## src/rtl/mesh_edge_endpoint.sv

```systemverilog
// mesh_edge_endpoint
// Link-partner endpoint for one cardinal port of a cardinal_node router.
//   TX: host pushes 64-bit packets into a small FIFO; the endpoint injects
//       them on link_so/link_do when the router is ready (link_ro). If
//       polarity gating is on, a packet goes out only when its VC bit
//       (bit 63) matches the local link polarity.
//   RX: packets arriving on link_si/link_di are queued in a FIFO that the
//       host drains with rx_pop/rx_data. link_ri advertises free space.
// Ports:
//   clk, reset            clock (rising edge), asynchronous active-high reset
//   link_so/link_do       send strobe + data toward the router input
//   link_ro               router input ready
//   link_si/link_di       send strobe + data from the router output
//   link_ri               endpoint ready toward the router output
//   tx_push/tx_data/tx_full   host TX FIFO interface
//   rx_pop/rx_data/rx_empty   host RX FIFO interface (rx_data = head)
//   polarity              link phase, toggles every cycle
//   tx_count/rx_count     wrapping packet counters
//   err                   sticky overflow / protocol error flag
module mesh_edge_endpoint #(
  parameter int TX_DEPTH     = 4,
  parameter int RX_DEPTH     = 4,
  parameter int CNT_W        = 16,
  parameter int USE_POLARITY = 1
) (
  input  logic             clk,
  input  logic             reset,
  output logic             link_so,
  output logic [63:0]      link_do,
  input  logic             link_ro,
  input  logic             link_si,
  input  logic [63:0]      link_di,
  output logic             link_ri,
  input  logic             tx_push,
  input  logic [63:0]      tx_data,
  output logic             tx_full,
  input  logic             rx_pop,
  output logic [63:0]      rx_data,
  output logic             rx_empty,
  output logic             polarity,
  output logic [CNT_W-1:0] tx_count,
  output logic [CNT_W-1:0] rx_count,
  output logic             err
);

  localparam int TX_AW = $clog2(TX_DEPTH);
  localparam int RX_AW = $clog2(RX_DEPTH);

  // Storage arrays: contents need no reset, only the pointers do.
  logic [63:0] tx_mem [TX_DEPTH];
  logic [63:0] rx_mem [RX_DEPTH];

  // Pointers carry one extra wrap bit to tell full from empty.
  logic [TX_AW:0]   tx_wp_q, tx_wp_d, tx_rp_q, tx_rp_d;
  logic [RX_AW:0]   rx_wp_q, rx_wp_d, rx_rp_q, rx_rp_d;
  logic             link_so_q, link_so_d;
  logic [63:0]      link_do_q, link_do_d;
  logic             link_ri_q, link_ri_d;
  logic             polarity_q, polarity_d;
  logic [CNT_W-1:0] tx_count_q, tx_count_d;
  logic [CNT_W-1:0] rx_count_q, rx_count_d;
  logic             err_q, err_d;

  logic        tx_empty_w, tx_full_w, rx_empty_w, rx_full_next;
  logic [63:0] tx_head;
  logic        tx_send, tx_push_ok, rx_wr, rx_rd;

  assign tx_empty_w = (tx_wp_q == tx_rp_q);
  assign tx_full_w  = (tx_wp_q[TX_AW] != tx_rp_q[TX_AW]) &&
                      (tx_wp_q[TX_AW-1:0] == tx_rp_q[TX_AW-1:0]);
  assign rx_empty_w = (rx_wp_q == rx_rp_q);
  assign tx_head    = tx_mem[tx_rp_q[TX_AW-1:0]];

  // A send needs a queued packet, a ready router and an idle cycle since the
  // previous send (covers the router's ri update latency).
  assign tx_send    = !tx_empty_w && link_ro && !link_so_q &&
                      ((USE_POLARITY == 0) || (tx_head[63] == polarity_q));
  assign tx_push_ok = tx_push && !tx_full_w;
  // The router may only send while we advertised ready; otherwise the
  // packet is dropped and flagged.
  assign rx_wr      = link_si && link_ri_q;
  assign rx_rd      = rx_pop && !rx_empty_w;

  always_comb begin
    tx_wp_d    = tx_wp_q;
    tx_rp_d    = tx_rp_q;
    rx_wp_d    = rx_wp_q;
    rx_rp_d    = rx_rp_q;
    link_so_d  = 1'b0;
    link_do_d  = link_do_q;
    polarity_d = !polarity_q;
    tx_count_d = tx_count_q;
    rx_count_d = rx_count_q;
    err_d      = err_q;

    if (tx_send) begin
      link_so_d  = 1'b1;
      link_do_d  = tx_head;
      tx_rp_d    = tx_rp_q + 1'b1;
      tx_count_d = tx_count_q + 1'b1;
    end
    if (tx_push_ok) begin
      tx_wp_d = tx_wp_q + 1'b1;
    end
    if (rx_rd) begin
      rx_rp_d = rx_rp_q + 1'b1;
    end
    if (rx_wr) begin
      rx_wp_d    = rx_wp_q + 1'b1;
      rx_count_d = rx_count_q + 1'b1;
    end
    if ((tx_push && tx_full_w) || (link_si && !link_ri_q)) begin
      err_d = 1'b1;
    end
  end

  // Ready is registered from the post-edge occupancy so it tracks the
  // FIFO on the same edge the count changes.
  assign rx_full_next = (rx_wp_d[RX_AW] != rx_rp_d[RX_AW]) &&
                        (rx_wp_d[RX_AW-1:0] == rx_rp_d[RX_AW-1:0]);
  assign link_ri_d    = !rx_full_next;

  always_ff @(posedge clk or posedge reset) begin
    if (reset) begin
      tx_wp_q    <= '0;
      tx_rp_q    <= '0;
      rx_wp_q    <= '0;
      rx_rp_q    <= '0;
      link_so_q  <= 1'b0;
      link_do_q  <= '0;
      link_ri_q  <= 1'b0;
      polarity_q <= 1'b0;
      tx_count_q <= '0;
      rx_count_q <= '0;
      err_q      <= 1'b0;
    end else begin
      tx_wp_q    <= tx_wp_d;
      tx_rp_q    <= tx_rp_d;
      rx_wp_q    <= rx_wp_d;
      rx_rp_q    <= rx_rp_d;
      link_so_q  <= link_so_d;
      link_do_q  <= link_do_d;
      link_ri_q  <= link_ri_d;
      polarity_q <= polarity_d;
      tx_count_q <= tx_count_d;
      rx_count_q <= rx_count_d;
      err_q      <= err_d;
    end
  end

  always_ff @(posedge clk) begin
    if (tx_push_ok && !reset) begin
      tx_mem[tx_wp_q[TX_AW-1:0]] <= tx_data;
    end
    if (rx_wr && !reset) begin
      rx_mem[rx_wp_q[RX_AW-1:0]] <= link_di;
    end
  end

  assign link_so  = link_so_q;
  assign link_do  = link_do_q;
  assign link_ri  = link_ri_q;
  assign tx_full  = tx_full_w;
  assign rx_empty = rx_empty_w;
  assign rx_data  = rx_empty_w ? 64'd0 : rx_mem[rx_rp_q[RX_AW-1:0]];
  assign polarity = polarity_q;
  assign tx_count = tx_count_q;
  assign rx_count = rx_count_q;
  assign err      = err_q;

endmodule
```

## config.mk

```make
export PLATFORM = sky130hd
export DESIGN_NAME = mesh_edge_endpoint
export DESIGN_NICKNAME = d
export VERILOG_FILES = /design/src/rtl/mesh_edge_endpoint.sv
export SDC_FILE = /design/constraint.sdc
export NUM_CORES = 1
export LEC_CHECK = 0
export ABC_AREA = 0
export CORE_UTILIZATION = 30
export DETAILED_ROUTE_END_ITERATION = 8
export PLACE_DENSITY_LB_ADDON = 0.1
export SLEW_MARGIN = 30
export SYNTH_ARGS = -nofsm -noshare
export SYNTH_HDL_FRONTEND = slang
export SYNTH_SLANG_ARGS = --single-unit
```

## constraint.sdc

```tcl
create_clock -name clk -period 11 [get_ports clk]
set_input_delay 1.65 -clock clk [delete_from_list [all_inputs] [get_ports clk]]
set_output_delay 1.65 -clock clk [all_outputs]
set_load 0.01 [all_outputs]
```

==> metrics <==
status finished, final reports clean; first-pass detailed-route iteration total 4; register area share after synthesis between 70% and 80%; Max-cap violations 0; FP Rows 102; commonest non-fill, non-tap cells in the layout edfxtp_1 (512), clkdlybuf4s50_1 (299), nand2_1 (214), mux4_2 (128), dfrtp_1 (108); FF+latch count, synth 624; die area between 0.07 and 0.08 mm2; Post-CTS Resized 0; cells after synthesis between 1000 and 1500; Critical Path RT 9.35 ns; Synth Cell Area 0.0235 mm2; Slew @ Worst Pin between 0.9 and 1 ns; DR iter-0 viols 656; Synth cell types 33; largest cells by area after synthesis edfxtp_1 (65%), mux4_2 (12%), dfrtp_1 (12%); critical path startpoint category register; Final Setup Violations 0; vias in the first global route 12800; clock sink total 624; first-pass GRT wire length 84700 um; vias per cell 4.50; # Post-CTS Setup Buffers 0; initial antenna violation count 15; area leader, netlist edfxtp_1; Reg2Reg Depth 7; Routed Wire Length 56800 um; YS warnings 0; GP Congestion 0.697; Hold Path Sink tx_count[15]$_DFFE_PP0P_; top_reg_cell synth edfxtp_1; RSZ-0062 raised after global routing no; clock-pin slew on the worst setup and hold paths around 0.060 ns; port bufs 299; clk_lat worst skew around 0.62 ns; area delta synth->final 28.0%; total CTS buffers 71; Avg WL per Cell 21.4 um; CTS tree built; worst hold path startpoint tx_count[15]$_DFFE_PP0P_; reg2reg start tx_rp_q[0]$_DFFE_PP0P_; critical path class register to output port; post-route ant nets 0; FMAX slightly below 0.2 GHz; via count roughly 12000; Initial Utilization a little under a third; All-Layer GR Usage 14.5%; r2r setup slk 7.43 ns; PD cells ~270 mW/mm2; Yosys top cell area share between 60% and 70%; gr ovfl total 0; crit path max fanout 39; pin count of the biggest net entering global routing between 60 and 70; final routed DRC violation total 0; DIE WIDTH 282 um; Pins Over Slew Limit 0; height of the die roughly 280 um; # H-tree levels 3; Clock Skews 0.0221 ns; Max VDD drop 0.145 mV; CTS root buf clkbuf_16; DPL Wire Length 33900 um; Hold WC Path Type register to register; number of cells on the worst hold path 1; Lkg Pwr approximately 10 nW; crit end category output port; share of layout cells above drive strength 1 17.0%; Mean Syn Cell Area 19.3 um2; ys async rst share 17.9%; minimum clock period ~5.2 ns; final hold vios 0; Post-synth EDFFs 512; syn nets 1367; most common cell after layout, fill and taps aside edfxtp_1; setup total negative slack 0 ns; FF-to-FF End tx_count[11]$_DFFE_PP0P_; Data arrival, critical path 3.55 ns; final period utilization a little under half; top-level I/O count 300; Core Box Area 0.0776 mm2; NumNets Final 1706; CTS max path bufs 3; hold_buf cts 0; final core occ between 30% and 40%; Rel. slew slack roughly 37%
kinds of logic (layout without fill, tap and decap cells):
family	count (synthesis)	in the layout	share of synthesized area (%)
compound gates	4	4	0.133
other cells	0	3	0
fa+ha+maj	12	12	0.638
mux	131	131	12.4
xor+xnor	48	48	1.79
buf+inv	68	464	1.23
flops	624	624	77.3
simple gates	334	334	6.57
metal layers:
layer  share of wire, %  vias to the layer above  global-route usage (%)
li1                   -                     5347                       -
met1                 42                     6189                    18.4
met2                 48                      287                    23.2
met3                7.2                      113                    5.11
met4                2.2                       24                    4.21
met5               0.27                        -                       0
registers in the layout (all words and copies together), names as in the netlist:
name,count
link_do,64
link_so,1
tx_rp_q,3
polarity,1
link_ri,1
rx_rp_q,3
tx_count,16
tx_wp_q,3
rx_wp_q,3
err,1
tx_mem,256
rx_count,16
rx_mem,256
layout make-up:
type | instances | area [um2]
Clock inverter | 32 | 344
Tap cell | 1040 | 1300
Multi-Input combinational cell | 529 | 5110
Clock buffer | 98 | 1930
Timing Repair Buffer | 318 | 3180
Antenna cell | 3 | 7.51
Sequential cell | 624 | 18200
Inverter | 16 | 65.1
Fill cell | 7233 | 47500
worst max-delay path: stages, from the launching register on:
cell,delay [ns]
dfrtp_4,0.97
buf_4,0.64
mux4_2,0.62
nor2b_1,0.16
clkdlybuf4s50_1,0.51
worst max path at each step:
stage	slack [ns]	to	startpoint
after floorplan	4.70	rx_mem[1][0]$_DFFE_PP_	reset
after global placement	6.27	rx_data[20]	rx_rp_q[0]$_DFF_PP0_
after detailed placement	6.27	rx_data[15]	rx_rp_q[0]$_DFF_PP0_
after CTS	5.59	rx_data[20]	rx_rp_q[0]$_DFF_PP0_
after global routing	5.50	rx_data[15]	rx_rp_q[0]$_DFF_PP0_
final	5.80	rx_data[15]	rx_rp_q[0]$_DFF_PP0_
stage by stage:
stage / cell area [um2] / setup slack, ns / total power [mW] / instances / hold WS [ns]
floorplan: 23500 / 4.70 / 4.60 / 1221 / 0.465
global placement: 27800 / 6.27 / 5.87 / 2524 / 0.458
detailed placement: 27800 / 6.27 / 5.89 / 2526 / 0.465
CTS: 30100 / 5.59 / 8.23 / 2656 / 0.476
global route: 30100 / 5.50 / 8.51 / 2658 / 0.497
finish: 30100 / 5.80 / 8.04 / 2660 / 0.470
power by group:
part	leakage (nW)	internal, mW	switching (mW)
registers	6.04	2.95	0.258
clock network	1.11	1.32	0.970
logic	3.28	1.32	1.22
synthesized netlist by cell type (all sizes together) (12+ instances only):
master,instances
edfxtp,512
nand2,215
mux4,128
dfrtp,112
nor2b,64
xnor2,34
buf,30
clkbuf,22
inv,16
xor2,14
ha,12
nand3,12
Power figures use the tool's default switching activity.
